`config.mk`:
```
export PLATFORM = sky130hd
export DESIGN_NAME = sound_ctrl
export DESIGN_NICKNAME = d
export VERILOG_FILES = /design/src/rtl/sound_ctrl.sv
export SDC_FILE = /design/constraint.sdc
export NUM_CORES = 1
export LEC_CHECK = 0
export BUFFER_PORTS_ARGS = -buffer_cell sky130_fd_sc_hd__buf_2
export CORE_ASPECT_RATIO = 1.4
export CORE_MARGIN = 1.5
export CORE_UTILIZATION = 50
export CTS_CLUSTER_DIAMETER = 50
export DETAILED_ROUTE_END_ITERATION = 10
export PLACE_DENSITY = 0.64
export SYNTH_ARGS = -nofsm -noshare
export SYNTH_HDL_FRONTEND = slang
export SYNTH_SLANG_ARGS = --single-unit
```
`constraint.sdc`:
```
create_clock -name clk_50M -period 4.3 [get_ports clk_50M]
set_input_delay 0.215 -clock clk_50M [delete_from_list [all_inputs] [get_ports clk_50M]]
set_output_delay 0.215 -clock clk_50M [all_outputs]
set_load 0.05 [all_outputs]
```
`src/rtl/sound_ctrl.sv`:
```
// Tone sequencer: queues 8-bit note commands in a 4-deep FIFO and plays each
// as a timed tone (or rest), followed by a short silent gap.
module sound_ctrl #(
  parameter int TICK_CYCLES = 500000,
  parameter int GAP_CYCLES  = 50000
) (
  input  logic       clk_50M,
  input  logic       reset,
  input  logic       wr,
  input  logic [7:0] cmd,
  input  logic       stop,
  output logic [2:0] tone_sel,
  output logic       snd_off,
  output logic       busy,
  output logic       fifo_full,
  output logic       overflow
);

  localparam int PW = (TICK_CYCLES > 2) ? $clog2(TICK_CYCLES) : 1;
  localparam int GW = ($clog2(GAP_CYCLES) > 17) ? $clog2(GAP_CYCLES) : 17;
  localparam logic [PW-1:0] PRESC_LAST = PW'(TICK_CYCLES - 1);
  localparam logic [GW-1:0] GAP_LAST   = GW'(GAP_CYCLES - 1);

  typedef enum logic [1:0] {S_IDLE, S_LOAD, S_PLAY, S_GAP} state_t;

  state_t          state_q, state_d;
  logic [7:0]      fifo_mem [4];
  logic [1:0]      wptr_q, rptr_q;
  logic [2:0]      cnt_q;
  logic [7:0]      cmd_q;
  logic [2:0]      tone_q;
  logic            ovf_q;
  logic [PW-1:0]   presc_q;
  logic [4:0]      tick_q;
  logic [GW-1:0]   gap_q;
  logic            pop, push, drop, wrap;

  always_comb begin
    wrap    = (presc_q == PRESC_LAST);
    state_d = state_q;
    pop     = 1'b0;
    case (state_q)
      S_IDLE: begin
        if (cnt_q != 3'd0) begin
          pop     = 1'b1;
          state_d = S_LOAD;
        end
      end
      S_LOAD: state_d = S_PLAY;
      S_PLAY: begin
        // D=0 means "play until something else is queued"
        if (cmd_q[7:3] != 5'd0) begin
          if (wrap && ((tick_q + 5'd1) == cmd_q[7:3])) state_d = S_GAP;
        end else if (cnt_q != 3'd0) begin
          state_d = S_GAP;
        end
      end
      S_GAP: begin
        if (gap_q == GAP_LAST) state_d = S_IDLE;
      end
      default: state_d = S_IDLE;
    endcase
    if (stop) begin
      state_d = S_IDLE;
      pop     = 1'b0;
    end
    // A pop frees a slot in the same cycle, so a full FIFO still accepts a write then
    push = wr && !stop && ((cnt_q != 3'd4) || pop);
    drop = wr && !stop && (cnt_q == 3'd4) && !pop;
  end

  always_ff @(posedge clk_50M or posedge reset) begin
    if (reset) state_q <= S_IDLE;
    else       state_q <= state_d;
  end

  always_ff @(posedge clk_50M or posedge reset) begin
    if (reset) begin
      wptr_q <= 2'd0;
      rptr_q <= 2'd0;
      cnt_q  <= 3'd0;
      ovf_q  <= 1'b0;
      tone_q <= 3'd0;
    end else if (stop) begin
      wptr_q <= 2'd0;
      rptr_q <= 2'd0;
      cnt_q  <= 3'd0;
      ovf_q  <= 1'b0;
      tone_q <= 3'd0;
    end else begin
      if (push) wptr_q <= wptr_q + 2'd1;
      if (pop)  rptr_q <= rptr_q + 2'd1;
      case ({push, pop})
        2'b10:   cnt_q <= cnt_q + 3'd1;
        2'b01:   cnt_q <= cnt_q - 3'd1;
        default: cnt_q <= cnt_q;
      endcase
      if (drop) ovf_q <= 1'b1;
      if (state_q == S_LOAD) tone_q <= cmd_q[2:0];
    end
  end

  always_ff @(posedge clk_50M or posedge reset) begin
    if (reset) begin
      presc_q <= '0;
      tick_q  <= 5'd0;
      gap_q   <= '0;
    end else begin
      if (state_q == S_LOAD) begin
        presc_q <= '0;
        tick_q  <= 5'd0;
      end else if (state_q == S_PLAY) begin
        if (wrap) begin
          presc_q <= '0;
          tick_q  <= tick_q + 5'd1;
        end else begin
          presc_q <= presc_q + 1'b1;
        end
      end
      if ((state_d == S_GAP) && (state_q != S_GAP)) gap_q <= '0;
      else if (state_q == S_GAP)                    gap_q <= gap_q + 1'b1;
    end
  end

  // FIFO storage and the latched command carry data only, so no reset
  always_ff @(posedge clk_50M) begin
    if (push) fifo_mem[wptr_q] <= cmd;
    if (pop)  cmd_q <= fifo_mem[rptr_q];
  end

  assign tone_sel  = tone_q;
  assign snd_off   = !((state_q == S_PLAY) && (tone_q != 3'd0));
  assign busy      = (state_q != S_IDLE) || (cnt_q != 3'd0);
  assign fifo_full = (cnt_q == 3'd4);
  assign overflow  = ovf_q;

endmodule

```
==> results_dict.tcl <==
set metrics [dict create \
    hold_viol 0 \
    crit_slowest_cell "nor4b_4" \
    crit_type "reg -> reg" \
    drt_iter0_drc 116 \
    peakVddDrop_v 0.000379 \
    tritoncts "yes" \
    grt_overflow_total 0 \
    setup_violations 0 \
    wl_met3_um 134 \
    core-area_sq_um 8660 \
    finClkSkew_ns 0.00884 \
    dp_hpwl_um 5330 \
    cts_buffers 9 \
    power_density_nw_per_um2 568 \
    critPathMaxFanout 16 \
    finalWorstSetupSlack_ns 1.41 \
    start_util_pct 51.8 \
    syn-num-nets 412 \
    syn_area_sq_um 4490 \
    die_area_sq_um 9560 \
    cts.sinks 94 \
    via_count 2888 \
    drive_gt1_share_pct 13.8 \
    synthArstFlopShare_pct 57.4 \
    avgSynthCellArea_sq_um 11.6 \
    fp.dieH_um 115 \
    grt_pass1_vias 2837 \
    die_x_um 83.1 \
    diodes 0 \
    core.rowCount 40 \
    rsz0062_at_grt "no" \
    post-route-min-period_ns 2.89 \
    yosysUniqueCellTypes 53 \
    remaining_drc_errors 0 \
    numPortBuffers 18 \
    critical-path-max-stage-delay_ns 0.80 \
    grt_pass1_wl_um 13500 \
    critPathLaunchType "register" \
    h-tree-depth 3 \
    io_pins 19 \
    layout.nets 432 \
    synth_edf_count 40 \
    wl_met1_um 3340 \
    fmax_ghz 0.346 \
    worstHoldPathType "in -> async" \
    ys_warn_count 0 \
    via_per_inst 5.59 \
    gp_congestion 0.782 \
    crit_family "compound AO/OA/AOI/OAI gates" \
    p_leak_uw 0.00197 \
    area.growth.synth_to_final_pct 10.5 \
    crit_path_end_kind "register" \
    drtPass1Iterations 4 \
    post_cts_buffers 0 \
    grt_antenna_before_repair 0 \
    clk_latency_ns 0.34 \
    ys_seq_area_share_pct 56.9 \
    top_layer "met4" \
    ant_nets 0 \
    dp_slack_ns 1.43 \
    cp.arrival_ns 3.07 \
    cts_resized 0 \
    cts_buffer_depth 2 \
    drv_slew 0 \
    synthFlopType "dfrtp_1" \
    hold_buffers 0 \
    syn_inst 387 \
    routed_wl_um 7600 \
    synth-seq-cells 94 \
    tns_ns 0 \
    min_period_over_period_pct 67.1 \
    grt_start_max_net_pins 55 \
    n_fill_cell 732 \
    relSlewSlack_pct 37.4 \
    outcome "completed" \
    track_usage_pct 17.8 \
    crit_chain "inv_1 > ha_1 > inv_1 > o21ai_0 > a311oi_1 > o31ai_4 > nor4b_4 > o21ai_0" \
    cap_violations 0 \
    wire_per_inst_um 14.7 \
    worstPathRequired_ns 4.48 \
    path_clk_slew_ns 0.07 \
    root_buffer "clkbuf_16" \
    dr_wl_met2_um 3980 \
    worstMarginPinSlew_ns 0.935 \
    critical_path_buf_inv_count 2 \
]
## cell type report
type	count	area [sq um]	area share (%)
Multi-Input combinational cell	272	1850	37.3
Tap cell	105	131	2.65
Inverter	11	41.3	0.833
Clock inverter	7	62.6	1.26
Timing Repair Buffer	19	97.6	1.97
Clock buffer	9	225	4.54
Sequential cell	94	2550	51.5
## power by group
| group | leakage (uW) | internal (uW) | switching, uW |
|---|---|---|---|
| Combinational | 0.000781 | 300 | 435 |
| Sequential | 0.00105 | 1130 | 192 |
| Clock | 0.000139 | 405 | 357 |
## worst register-to-register path, cell delays in order, from the launching register on
cell and delay [ns]:
dfrtp_1 0.45, inv_1 0.13, ha_1 0.29, inv_1 0.09
o21ai_0 0.11, a311oi_1 0.48, o31ai_4 0.16, nor4b_4 0.80
o21ai_0 0.22
## metrics by stage
stage,utilization [%],hold WS (ns),cell area [sq um],std cells,power [uW]
after floorplan,-,0.314,4490,387,1890
after global placement,53.9,0.425,4670,501,2050
after detailed placement,53.9,0.432,4670,501,2080
after CTS,57.3,0.0739,4960,517,2850
after global routing,57.3,0.0763,4960,517,3000
final,57.3,0.0632,4960,517,2810
## synthesized netlist by cell type, drive strengths merged, types with 8 or more instances
master	number	area, sq um
and2	8	50.1
dfrtp	54	1350
edfxtp	40	1200
ha	12	150
inv	11	41.3
mux2i	8	80.1
mux4	8	180
nand2	36	135
nand3	24	120
nor2	47	176
nor3	11	76.3
o21ai	26	130
xnor2	11	96.3
xor2	12	105
## per-layer routing
metal / GRT usage [%] / up-vias
li1: - / 1436
met1: 22.2 / 1412
met2: 30.6 / 31
met3: 2.44 / 9
met4: 9.00 / 0
met5: 0 / -
## cell usage in the layout (no fill, tap or decap), types with 2 or more instances in the layout
| cell type | instances |
|---|---|
| dfrtp_1 | 54 |
| nor2_1 | 47 |
| edfxtp_1 | 40 |
| nand2_1 | 36 |
| o21ai_0 | 26 |
| nand3_1 | 24 |
| buf_2 | 18 |
| xor2_1 | 12 |
| ha_1 | 12 |
| xnor2_1 | 11 |
| inv_1 | 10 |
| clkbuf_16 | 9 |
| mux2i_1 | 8 |
| nor3_1 | 8 |
| mux4_2 | 8 |
| and2_1 | 7 |
| and3_1 | 7 |
| a21oi_1 | 6 |
| o21bai_1 | 6 |
| or3_1 | 5 |
| and4_1 | 5 |
| inv_6 | 4 |
| nand2b_1 | 3 |
| nor4_1 | 3 |
| nand4_1 | 3 |
| o31ai_1 | 3 |
| nor2b_1 | 2 |
| a31o_2 | 2 |
| nor3_2 | 2 |
| or2_2 | 2 |
| nand3b_1 | 2 |
| o22ai_1 | 2 |
## path summary, 6_finish.rpt
check / from / endpoint / slack, ns / cells after the start
hold / removal: reset / presc_q[13] / 0.06 / 3
min in group clk_50M: cmd[3] / fifo_mem[3][3] / 0.08 / 1
setup / recovery: state_q[0] / gap_q[9] / 1.41 / 8
max in group asynchronous: reset / gap_q[12] / 3.78 / 3
hold reg to reg: cmd_q[0] / tone_sel[0] / 0.50 / 2
setup reg to reg: state_q[0] / gap_q[9] / 1.41 / 8
## registers in the layout (all words and copies together) (netlist names)
register and cells:
cmd_q 8, cnt_q 3, fifo_mem 32, gap_q 17, overflow 1, presc_q 19
rptr_q 2, state_q 2, tick_q 5, tone_sel 3, wptr_q 2
## kinds of logic (layout without fill, tap and decap cells)
kind of cell / Yosys count / after routing / synth area share [%]
buffers and inverters: 21 / 46 / 1.98
flip-flops: 94 / 94 / 56.9
AND/OR/NAND/NOR: 165 / 165 / 19.1
adder cells (fa/ha/maj): 13 / 13 / 3.79
multiplexers: 17 / 17 / 6.05
XOR/XNOR: 23 / 23 / 4.49
AO/OA/AOI/OAI: 54 / 54 / 7.72
Note: power is estimated with default switching activity, not from simulation.
